File: src/rtl/accum_norm.sv
// accum_norm: turns a free-running 48-bit upstream accumulator into one
// normalised, saturated 8-bit pixel per window of TAPS taps. The window sum
// is the difference of the accumulator across the window, which makes it
// immune to upstream wrap-around. Results go through a 2-entry output FIFO;
// when the consumer stalls long enough to fill it, new pixels are dropped and
// a sticky overflow flag is raised.
module accum_norm #(
    parameter int TAPS  = 9,
    parameter int SHIFT = 4
) (
    input  logic        clk,
    input  logic        rst_n,
    input  logic        tap_valid,
    input  logic [47:0] accum_in,
    output logic [7:0]  pix_out,
    output logic        pix_valid,
    input  logic        pix_ready,
    output logic        sat_flag,
    output logic        overflow
);

    localparam int CNT_W = (TAPS > 1) ? $clog2(TAPS) : 1;
    localparam logic [CNT_W-1:0] LAST_TAP = CNT_W'(TAPS - 1);
    // Half an output LSB; the shift-then-halve form yields 0 when SHIFT is 0.
    localparam logic signed [48:0] RND = (49'sd1 <<< SHIFT) >>> 1;

    // Round-half-up and arithmetic shift; one guard bit keeps the rounding
    // addition from overflowing near the top of the 48-bit range.
    function automatic logic signed [48:0] round_shift(input logic signed [47:0] s);
        logic signed [48:0] ext;
        ext = {s[47], s};
        return (ext + RND) >>> SHIFT;
    endfunction

    // Clip to the unsigned 8-bit pixel range; bit 8 flags that clipping happened.
    function automatic logic [8:0] saturate(input logic signed [48:0] r);
        logic [8:0] res;
        if (r < 0)
            res = {1'b1, 8'h00};
        else if (r > 49'sd255)
            res = {1'b1, 8'hFF};
        else
            res = {1'b0, r[7:0]};
        return res;
    endfunction

    logic [CNT_W-1:0]    tap_cnt;
    logic                win_end;
    logic [47:0]         base;
    logic signed [47:0]  s1_p0;
    logic                vld_p0;
    logic [8:0]          res_p1;
    logic [8:0]          tail_data;
    logic                tail_vld;
    logic                push;
    logic                pop;
    logic                head_load_tail;
    logic                head_load_new;
    logic                tail_load;
    logic                drop;

    assign win_end = tap_valid && (tap_cnt == LAST_TAP);

    // Tap position inside the current window; wraps on the last tap.
    always_ff @(posedge clk or negedge rst_n) begin
        if (!rst_n)
            tap_cnt <= '0;
        else if (win_end)
            tap_cnt <= '0;
        else if (tap_valid)
            tap_cnt <= tap_cnt + 1'b1;
    end

    // ---- stage 1: window sum as modulo difference against the previous window end
    // Window-end base and stage-1 valid; base advances even if the pixel is later dropped.
    always_ff @(posedge clk or negedge rst_n) begin
        if (!rst_n) begin
            base   <= '0;
            vld_p0 <= 1'b0;
        end else begin
            vld_p0 <= win_end;
            if (win_end)
                base <= accum_in;
        end
    end

    // Stage-1 sum data register; only qualified by vld_p0, so it needs no reset.
    always_ff @(posedge clk) begin
        if (win_end)
            s1_p0 <= accum_in - base;
    end

    // ---- stage 2: normalise and saturate, written straight into the output FIFO
    assign res_p1 = saturate(round_shift(s1_p0));

    // FIFO steering: head register drives the outputs, tail is the second entry.
    always_comb begin
        push           = vld_p0;
        pop            = pix_valid && pix_ready;
        head_load_tail = 1'b0;
        head_load_new  = 1'b0;
        tail_load      = 1'b0;
        drop           = 1'b0;
        if (pop && tail_vld) begin
            head_load_tail = 1'b1;
            tail_load      = push;
        end else if (pop || !pix_valid) begin
            head_load_new  = push;
        end else if (!tail_vld) begin
            tail_load      = push;
        end else begin
            drop           = push;
        end
    end

    // Head entry, occupancy flags and sticky overflow; head holds after the last pop.
    always_ff @(posedge clk or negedge rst_n) begin
        if (!rst_n) begin
            pix_out   <= 8'h00;
            sat_flag  <= 1'b0;
            pix_valid <= 1'b0;
            tail_vld  <= 1'b0;
            overflow  <= 1'b0;
        end else begin
            if (head_load_tail) begin
                pix_out   <= tail_data[7:0];
                sat_flag  <= tail_data[8];
                pix_valid <= 1'b1;
            end else if (head_load_new) begin
                pix_out   <= res_p1[7:0];
                sat_flag  <= res_p1[8];
                pix_valid <= 1'b1;
            end else if (pop) begin
                pix_valid <= 1'b0;
            end
            if (tail_load)
                tail_vld <= 1'b1;
            else if (head_load_tail)
                tail_vld <= 1'b0;
            if (drop)
                overflow <= 1'b1;
        end
    end

    // Second FIFO entry data; meaningful only while tail_vld is set.
    always_ff @(posedge clk) begin
        if (tail_load)
            tail_data <= res_p1;
    end

endmodule
File: config.mk
export PLATFORM = sky130hd
export DESIGN_NAME = accum_norm
export DESIGN_NICKNAME = d
export VERILOG_FILES = /design/src/rtl/accum_norm.sv
export SDC_FILE = /design/constraint.sdc
export NUM_CORES = 1
export LEC_CHECK = 0
export CAP_MARGIN = 30
export CORE_AREA = 5 5 119 121
export CTS_BUF_LIST = sky130_fd_sc_hd__clkbuf_4 sky130_fd_sc_hd__clkbuf_8 sky130_fd_sc_hd__clkbuf_16
export CTS_CLUSTER_SIZE = 12
export DETAILED_ROUTE_END_ITERATION = 10
export DIE_AREA = 0 0 124 126
export PLACE_DENSITY = 0.76
export SETUP_SLACK_MARGIN = 0.05
export SLEW_MARGIN = 40
export SYNTH_ARGS = -nofsm -noshare
export SYNTH_HDL_FRONTEND = slang
export SYNTH_SLANG_ARGS = --single-unit
File: constraint.sdc
create_clock -name clk -period 4.4 [get_ports clk]
set_input_delay 0.44 -clock clk [delete_from_list [all_inputs] [get_ports clk]]
set_output_delay 0.44 -clock clk [all_outputs]
set_load 0.02 [all_outputs]
==> summary.txt, run 1 <==
Critical path
  • Worst path slowest cell: or4_1
  • CP Cell Sequence: and4_1 -> nand3_4 -> or4_1 -> xnor2_1 -> o22a_1 -> or4_4 -> nor4_4 -> buf_4 -> and3_2 -> nor2_1
  • RR Startpoint: s1_p0[5]$_DFFE_PP_
  • Reg2Reg Depth: 10
  • Buffers & Inverters on Critical Path: 1
  • WP data required: 4.55 ns
  • WP data arrival: 3.73 ns
  • Crit-path leading delay family: simple AND/OR/NAND/NOR gates
  • Crit Path Class: reg -> reg
  • R2r setup slk: 0.81 ns
  • CP startpoint kind: flop
  • Critical path fanouts, max: 14
  • Worst reg2reg path endpoint: tail_data[0]$_DFFE_PP_
  • Critical Path Max Stage Delay: 0.62 ns
  • CP Capture Type: flop

GRT
  • Total GRT Usage: 0.2099
  • GRT overflow: 0
  • Pin count of the biggest net entering global routing: 67
  • Antenna violations before repair: 0
  • First-pass GRT wire length: 26.50 mm
  • Number of global-route vias before repair: 5705

Route
  • Post-Route WL: 15.65 mm
  • WL/cell: 15.19 um
  • Vias per Instance: 5.746
  • Pre-Repair DR Iteration Count: 7
  • Via Count: 5918
  • Remaining DRCs: 0
  • DR iter-0 viols: 423
  • Routed Antenna Nets: 0

Synth
  • Asr flop ratio synth: 0.5462
  • Mapped Avg Cell Area: 9.572 um2
  • Post-synthesis cell area: 7437 um2
  • Synth unique cells: 69
  • Main synth FF type: dfrtp_1
  • Share of Yosys cell area claimed by the top area cell type: 0.2187
  • Syn. warnings: 0
  • Synth cell count leaders: 91 x nand2_1, 73 x o21ai_0, 65 x dfrtp_1, 65 x inv_1, 54 x edfxtp_1
  • Sequential fraction of the synthesis area: 0.4367
  • Number of synthesized flops with an enable pin: 54
  • Top-count cell post-synth: nand2_1
  • Syn Nets: 878
  • #FFs+latches synth: 119
  • Synth Instances: 777
  • Synth area leaders: dfrtp_1 22%, edfxtp_1 22%, ha_1 8.2%
  • Leading area contributor after synthesis: dfrtp_1

Power and ir drop
  • Gate power share: 0.438
  • Sw Share: 0.3624
  • Worst vdd ir: 0.0003190 V
  • Seq pwr share: 0.327
  • Sw power: 0.002012 W
  • Leak: 3.645 nW
  • Internal Power: 0.003540 W
  • Clock power frac: 0.235
  • Pwr/cell area: 631.6 nW/um2

Run status
  • Status: completed

Timing
  • Post-layout minimum cycle time: 3.587 ns
  • Headroom to the max-slew limit: 0.5194
  • Final slew viol count: 0
  • Sum Neg Setup Slack: 0 ns
  • Layout Skew: 0.005275 ns
  • RSZ-0062 raised after global routing: false
  • Final setup violation count: 0
  • Hold Vio Cnt, Final: 0
  • Max Freq: 278.8 MHz
  • Tcrit/Tclk final: 0.8151
  • Least-Margin Pin Slew: 0.7161 ns

CTS
  • TritonCTS clock tree: yes
  • Clock Latency Late Sink: 0.42 ns
  • Clock sink total: 119
  • Max Buffers Root-to-Sink: 2
  • Gates resized, CTS repair: 0
  • H-tree depth: 4
  • Clock buffer count from CTS: 17
  • Root Buffer: clkbuf_16
  • Post-CTS repair timing setup buffer count: 0
  • # hold bufs at CTS: 0
  • Reg clk slew, reported paths: 0.05 ns

Place
  • Port bufs: 62
  • Final GP Congestion: 0.9074
  • Hpwl dp: 11.56 mm

Cells and area
  • Antenna cell count: 0
  • Filler instances: 1037
  • Post-layout util: 0.6772
  • Post-layout net count: 942
  • Area Overhead vs Synth: 18.19%
  • Multi-input logic area: 3847 um2
  • Sequential cell area: 3248 um2
  • Share of cells above drive strength 1: 0.07260

Floorplan
  • Initial core utilization: 0.5730
  • Die width: 124 um
  • Core region area: 12980 um2
  • Die area: 15620 um2
  • Ports: 63
  • Row Count: 42
  • Die Span Y: 126 um

Job
  • Maxcap violations: 0

Worst hold path
  • Min-Delay Path Class: in -> async
-- cells in the final DEF, fill, tap and decap left out, types with 7 or more instances in the layout --
master	instances
nand2_1	91
o21ai_0	72
dfrtp_1	65
inv_1	64
clkdlybuf4s50_1	61
edfxtp_1	54
a21oi_1	50
ha_1	49
nor2_1	31
xnor2_1	28
nand3_1	27
xor2_1	27
a21o_1	23
clkbuf_16	18
nand4_1	14
nor3_1	12
o21bai_1	10
and3_1	10
nor4_1	10
nor2b_1	7
a31oi_1	7
nand2b_1	7
a221o_1	7
clkinv_2	7
-- worst max-delay path by stage --
stage | startpoint | endpoint | depth (start not counted)
floorplan | s1_p0[5]$_DFFE_PP_ | pix_out[5]$_DFFE_PN0P_ | 11
global placement | accum_in[2] | s1_p0[41]$_DFFE_PP_ | 11
detailed placement | accum_in[2] | s1_p0[42]$_DFFE_PP_ | 12
CTS | s1_p0[5]$_DFFE_PP_ | tail_data[0]$_DFFE_PP_ | 9
global route | s1_p0[20]$_DFFE_PP_ | pix_out[4]$_DFFE_PN0P_ | 9
finish | s1_p0[5]$_DFFE_PP_ | tail_data[0]$_DFFE_PP_ | 10
-- layer usage --
layer / GRT usage / wire length (um)
met3: 0.04574 / 646
met1: 0.2712 / 6991
met5: 0 / 0
met2: 0.3465 / 7743
met4: 0.07474 / 267
-- power by group through the flow --
| stage | clock network, W | registers (W) | logic (W) |
|---|---|---|---|
| floorplan | 0 | 0.00184 | 0.00178 |
| global placement | 0 | 0.00182 | 0.00232 |
| detailed placement | 0 | 0.00183 | 0.00240 |
| CTS | 0.00132 | 0.00182 | 0.00244 |
| global route | 0.00138 | 0.00185 | 0.00273 |
| finish | 0.00130 | 0.00181 | 0.00243 |
-- kinds of logic after synthesis --
group           after synthesis  share of synthesized area
simple gates                236                     0.1652
compound gates              225                     0.1980
flops                       119                     0.4367
buf+inv                      88                    0.04593
xor+xnor                     55                    0.06477
fa+ha+maj                    49                    0.08244
mux                           5                   0.006898
-- layout make-up --
class	instances	area share
Inverter	65	0.02804
Timing Repair Buffer	68	0.07559
Sequential cell	119	0.3695
Tap cell	176	0.02505
Clock inverter	10	0.008683
Multi-Input combinational cell	570	0.4377
Clock buffer	22	0.05537
-- flip-flops by register name, summed over array words and instances (netlist names) --
register and count:
base 48, overflow 1, pix_out 8, pix_valid 1, push 1, s1_p0 45
sat_flag 1, tail_data 9, tail_vld 1, tap_cnt 4
-- metrics by stage --
| step | area (um2) | hold slack, ns | instances | total power [W] | worst slack [ns] |
|---|---|---|---|---|---|
| finish | 8790 | 0.08954 | 1030 | 0.005551 | 0.8134 |
| global route | 8790 | 0.1643 | 1030 | 0.005959 | 0.5663 |
| CTS | 8778 | 0.2426 | 1029 | 0.005577 | 0.5643 |
| detailed placement | 8215 | 0.4605 | 997 | 0.004238 | 0.5573 |
| global placement | 8215 | 0.4505 | 997 | 0.004141 | 0.6997 |
| floorplan | 7437 | 0.1444 | 777 | 0.003619 | 1.203 |
(Power assumes the default switching activity.)
==> run 2, diff against run 1 <==
==> constraint.sdc (replaced) <==
create_clock -name clk -period 3.3 [get_ports clk]
set_input_delay 0.33 -clock clk [delete_from_list [all_inputs] [get_ports clk]]
set_output_delay 0.33 -clock clk [all_outputs]
set_load 0.02 [all_outputs]
==> summary.txt, run 2 (same netlist as run 1, synthesis figures left out) <==
Cells and area
  • Finished Cell Area: 9642 um2
  • Post-route insts no fill: 1108
  • Most common cell after layout, fill and taps aside: nand2_1
  • Regs by FF count: base (48), s1_p0 (45), tail_data (9)
  • Post-layout net count: 1020
  • Antenna cell count: 0
  • Area Overhead vs Synth: 29.64%
  • Max FFs per register: 48
  • Share of cells above drive strength 1: 0.1749
  • Highest-count cells in the layout ignoring fill and taps: 90 x nand2_1, 77 x buf_4, 71 x o21ai_0
  • Largest Register: base

Place
  • Final GP Congestion: 0.8518
  • Placed Area: 8721 um2
  • Port bufs: 62
  • Hpwl dp: 12.81 mm
  • DP Cell Count: 1061

Route
  • Pre-Repair DR Iteration Count: 5
  • Via Count: 6335
  • Vias per Instance: 5.718
  • Remaining DRCs: 0
  • WL/cell: 15.60 um
  • Post-Route WL: 17.28 mm
  • Routed Antenna Nets: 0
  • DR iter-0 viols: 411

Timing
  • WHS: 0.3978 ns
  • Least-Margin Pin Slew: 0.6418 ns
  • Hold Vio Cnt, Final: 0
  • Sum Neg Setup Slack: 0 ns
  • Post-layout minimum cycle time: 3.202 ns
  • Final setup violation count: 0
  • Headroom to the max-slew limit: 0.5721
  • Layout Skew: 0.008075 ns
  • Final slew viol count: 0
  • Tcrit/Tclk final: 0.9704
  • RSZ-0062 raised after global routing: true
  • Max Freq: 312.3 MHz

Critical path
  • Crit-path leading delay family: simple AND/OR/NAND/NOR gates
  • Worst path slowest cell: or4_4
  • WP data required: 3.61 ns
  • WP data arrival: 3.51 ns
  • Crit Path Class: reg -> reg
  • CP Cell Sequence: and4_4 -> nand3_4 -> or4_4 -> xnor2_1 -> o22a_1 -> or4_4 -> nor4_4 -> buf_4 -> buf_12 -> a21boi_0 -> a221o_1
  • CP startpoint kind: flop
  • Critical path fanouts, max: 8
  • Buffers & Inverters on Critical Path: 2
  • Critical Path Max Stage Delay: 0.58 ns
  • CP Capture Type: flop
  • Crit-path most repeated cell: or4_4

GRT
  • Antenna violations before repair: 0
  • Total GRT Usage: 0.2286
  • GRT overflow: 0
  • Pin count of the biggest net entering global routing: 44
  • Number of global-route vias before repair: 6375
  • First-pass GRT wire length: 28.57 mm

Job
  • Maxcap violations: 0

Floorplan
  • Initial core utilization: 0.5730
  • Ports: 63
  • Row Count: 42
  • Die Span Y: 126 um
  • Die width: 124 um
  • Core region area: 12980 um2
  • Die area: 15620 um2

CTS
  • Clock Latency Late Sink: 0.43 ns
  • Clock buffer count from CTS: 17
  • Max Buffers Root-to-Sink: 2
  • Reg clk slew, reported paths: 0.06 ns
  • Clock sink total: 119
  • H-tree depth: 4
  • TritonCTS clock tree: yes
  • Root Buffer: clkbuf_16

Power and ir drop
  • Worst vdd ir: 0.0005267 V
  • Leak: 4.120 nW
  • Total power: 0.008014 W
  • Pwr/cell area: 831.2 nW/um2

Run status
  • Status: completed

Worst hold path
  • Min-Delay Path Class: in -> async
-- run 2: cell count changes in the layout (fill, tap and decap cells not counted), moves of 3 or more --
cell,change
nor4_1,-5
or4_4,+3
a21boi_0,-3
buf_4,+72
nor4_4,+3
and4_1,-3
clkinv_2,-3
a21boi_1,+3
clkbuf_8,+3
or4_1,-3
-- run 2: final cells by class --
class,instances,area [um2]
repair buffers,146,1303
well taps,176,220.2
fillers,948,3338
inverters,65,246.5
multi-input cells,570,3999
clock buffers,24,538.0
clock inverters,8,87.58
flip-flops and latches,119,3248
-- run 2: path summary, 6_finish.rpt --
kind                                           start  cells past startpoint                     end  slack [ns]
worst max-delay path              s1_p0[4]$_DFFE_PP_                     11  pix_out[1]$_DFFE_PN0P_         0.1
worst min-delay path                           rst_n                      2   pix_valid$_DFFE_PN0P_        0.40
worst max register to register    s1_p0[4]$_DFFE_PP_                     11  pix_out[1]$_DFFE_PN0P_         0.1
worst min register to register  overflow$_DFFE_PN0P_                      1    overflow$_DFFE_PN0P_        0.47
max in group asynchronous                      rst_n                      3    base[26]$_DFFE_PN0P_        2.12
min in group clk                overflow$_DFFE_PN0P_                      1    overflow$_DFFE_PN0P_        0.47
-- run 2: report_power, final --
group	switching, W	internal (W)	total [W]
sequential	0.000200	0.00221	0.00241
combinational	0.00197	0.00171	0.00368
clock	0.000649	0.00128	0.00193
total	0.00282	0.00520	0.00801
-- run 2: stage by stage --
step | worst slack [ns] | util
after global placement | -0.04026 | 0.6719
after detailed placement | -0.2957 | 0.6719
final | 0.09756 | 0.7428
after floorplan | 0.1031 | -
after CTS | 0.05135 | 0.7237
after global routing | -0.01135 | 0.7428
-- run 2: worst register-to-register path: stages, from the launching register on --
cell and delay (ns):
edfxtp_1 0.39, and4_4 0.26, nand3_4 0.07, or4_4 0.58, xnor2_1 0.15, o22a_1 0.20
or4_4 0.50, nor4_4 0.27, buf_4 0.18, buf_12 0.12, a21boi_0 0.09, a221o_1 0.28
-- run 2: what timing repair did --
item / in CTS / in global routing
buffers inserted: 1 / 11
pin swaps: 1 / 6
cloned: 0 / 2
resized for setup: 7 / 33
endpoints found under the setup margin: 6 / 22
hold buffers: 0 / 1
hold endpoints to repair: 0 / 33
-- run 2: metal layers --
metal  vias to the layer above  global-route usage  wire length [um]
met5                         -                   0                 0
met2                       149              0.3904              8772
li1                       3112                   -                 -
met3                        36             0.04978               715
met1                      3038              0.2777              7296
met4                         0             0.09407               497
==> run 3, diff against run 2 <==
--- a/config.mk
+++ b/config.mk
@@ -6,11 +6,11 @@
 export NUM_CORES = 1
 export LEC_CHECK = 0
 export CAP_MARGIN = 30
-export CORE_AREA = 5 5 119 121
+export CORE_AREA = 5 5 86 167
 export CTS_BUF_LIST = sky130_fd_sc_hd__clkbuf_4 sky130_fd_sc_hd__clkbuf_8 sky130_fd_sc_hd__clkbuf_16
 export CTS_CLUSTER_SIZE = 12
 export DETAILED_ROUTE_END_ITERATION = 10
-export DIE_AREA = 0 0 124 126
+export DIE_AREA = 0 0 91 172
 export PLACE_DENSITY = 0.76
 export SETUP_SLACK_MARGIN = 0.05
 export SLEW_MARGIN = 40
==> summary.txt, run 3 (same netlist as run 1, synthesis figures left out) <==
Critical path
  • WP data arrival: 3.38 ns
  • RR Startpoint: s1_p0[4]$_DFFE_PP_
  • CP Cell Sequence: and4_4 -> nand3_4 -> or4_4 -> xnor2_1 -> o22a_1 -> or4_4 -> nor4_4 -> clkbuf_16 -> buf_8 -> and3b_2 -> inv_1
  • Critical path fanouts, max: 7
  • Crit-path most repeated cell: or4_4
  • Reg2Reg Depth: 11
  • Worst path slowest cell: or4_4
  • Buffers & Inverters on Critical Path: 3
  • R2r setup slk: 0.09 ns
  • Worst reg2reg path endpoint: tail_data[8]$_DFFE_PP_
  • CP startpoint kind: flop
  • Critical Path Max Stage Delay: 0.54 ns
  • CP Capture Type: flop
  • Stages on the worst setup path: 11
  • WP data required: 3.47 ns
  • Crit Path Class: reg -> reg
  • Crit-path leading delay family: simple AND/OR/NAND/NOR gates

Timing
  • Layout Skew: 0.01130 ns
  • Hold Vio Cnt, Final: 0
  • Least-Margin Pin Slew: 0.6382 ns
  • Max Freq: 311.1 MHz
  • Final slew viol count: 0
  • Headroom to the max-slew limit: 0.5717
  • RSZ-0062 raised after global routing: true
  • Post-layout minimum cycle time: 3.214 ns
  • WHS: 0.3562 ns
  • Tcrit/Tclk final: 0.9740
  • Final setup violation count: 0

Power and ir drop
  • Gate power share: 0.466
  • Sw Share: 0.3628
  • Pwr/cell area: 829.1 nW/um2
  • Seq pwr share: 0.301
  • Sw power: 0.002919 W
  • Worst vdd ir: 0.0005498 V
  • Clock power frac: 0.233
  • Internal Power: 0.005128 W
  • Leak: 4.093 nW

Route
  • Post-Route WL: 18.65 mm
  • Remaining DRCs: 0
  • Via Count: 6455
  • Vias per Instance: 5.977
  • WL/cell: 17.26 um
  • DR iter-0 viols: 390
  • Pre-Repair DR Iteration Count: 5
  • Routed Antenna Nets: 0

GRT
  • Antenna violations before repair: 0
  • Pin count of the biggest net entering global routing: 141
  • Most Crowded Layer GR: met2
  • GRT overflow: 0
  • Grt met1 use: 0.2204
  • Met3 Use GR: 0.04179
  • Number of global-route vias before repair: 6500
  • First-pass GRT wire length: 29.49 mm
  • Total GRT Usage: 0.2311
  • Met2 usage in global routing: 0.4491

CTS
  • Max Buffers Root-to-Sink: 2
  • Clock buffer count from CTS: 17
  • Clock Latency Late Sink: 0.41 ns
  • TritonCTS clock tree: yes
  • Reg clk slew, reported paths: 0.06 ns
  • H-tree depth: 4
  • Clock sink total: 119
  • Root Buffer: clkbuf_16

Place
  • Port bufs: 62
  • Final GP Congestion: 0.9610
  • Placed Area: 8673 um2
  • Hpwl dp: 13.46 mm

Floorplan
  • Die area: 15650 um2
  • Ports: 63
  • Initial core utilization: 0.5757
  • Die width: 91 um
  • Die Span Y: 172 um
  • Core region area: 12920 um2
  • Row Count: 59

Cells and area
  • Most common cell after layout, fill and taps aside: nand2_1
  • Largest Register: base
  • Post-layout net count: 1016
  • Highest-count cells in the layout ignoring fill and taps: 90 x nand2_1, 72 x o21ai_0, 70 x buf_4
  • Finished Cell Area: 9706 um2
  • Area Overhead vs Synth: 30.50%
  • Antenna cell count: 0
  • Filler instances: 884
  • Regs by FF count: base (48), s1_p0 (45), tail_data (9)
  • Max FFs per register: 48
  • Share of cells above drive strength 1: 0.1886

Run status
  • Status: completed

Worst hold path
  • Min-Delay Path Class: in -> async

Job
  • Maxcap violations: 0
-- run 3: cell types whose count changed in the layout (fill, tap and decap cells not counted), sizes merged --
cell | previous run | this run
clkbuf | 25 | 20
clkinvlp | 0 | 5
buf | 83 | 79
bufinv | 2 | 3
clkinv | 6 | 5
-- run 3: how the worst max path moves through the flow --
stage | startpoint | endpoint | slack [ns]
3_3_place_gp | accum_in[22] | s1_p0[41]$_DFFE_PP_ | -0.18
5_1_grt | s1_p0[17]$_DFFE_PP_ | pix_out[5]$_DFFE_PN0P_ | -0.06
2_1_floorplan | s1_p0[5]$_DFFE_PP_ | pix_out[5]$_DFFE_PN0P_ | 0.10
4_1_cts | s1_p0[23]$_DFFE_PP_ | tail_data[0]$_DFFE_PP_ | 0.05
6_report | s1_p0[4]$_DFFE_PP_ | tail_data[8]$_DFFE_PP_ | 0.09
3_5_place_dp | accum_in[20] | s1_p0[41]$_DFFE_PP_ | -0.33
-- run 3: power by group through the flow --
stage | logic (W) | clock network, W | registers, W
after floorplan | 0.00237 | 0 | 0.00245
after CTS | 0.00367 | 0.00190 | 0.00242
after global routing | 0.00414 | 0.00198 | 0.00247
after detailed placement | 0.00361 | 0 | 0.00245
after global placement | 0.00347 | 0 | 0.00241
final | 0.00375 | 0.00188 | 0.00242
-- run 3: metrics by stage --
| stage | util | setup WS, ns | cells | setup TNS [ns] | power, W |
|---|---|---|---|---|---|
| floorplan | - | 0.1031 | 777 | 0 | 0.004826 |
| global placement | 0.6692 | -0.1798 | 1031 | -0.8368 | 0.005883 |
| detailed placement | 0.6714 | -0.3314 | 1032 | -1.933 | 0.006055 |
| CTS | 0.7225 | 0.05295 | 1066 | 0 | 0.007987 |
| global route | 0.7513 | -0.06339 | 1080 | -0.07587 | 0.008591 |
| finish | 0.7513 | 0.08576 | 1080 | 0 | 0.008047 |
-- run 3: repair_timing --
action                                 CTS  global route
setup endpoints to repair                8            21
resized for setup                        9            53
setup buffers                            1            14
endpoints found under the hold margin   11             0
pin swaps                                0            20
hold buffers                             1             0
-- run 3: layer usage --
layer / wire length, um / vias up
li1: - / 3113
met1: 6499 / 3110
met2: 10670 / 168
met3: 569 / 64
met4: 905 / 0
met5: 0 / -
-- run 3: cell type report --
class	count	area, um2	area share
multi-input cells	570	4106	0.4231
clock inverters	13	155.1	0.01599
repair buffers	142	1313	0.1352
clock buffers	19	446.7	0.04602
flip-flops and latches	119	3248	0.3347
well taps	152	190.2	0.01960
inverters	65	246.5	0.02540
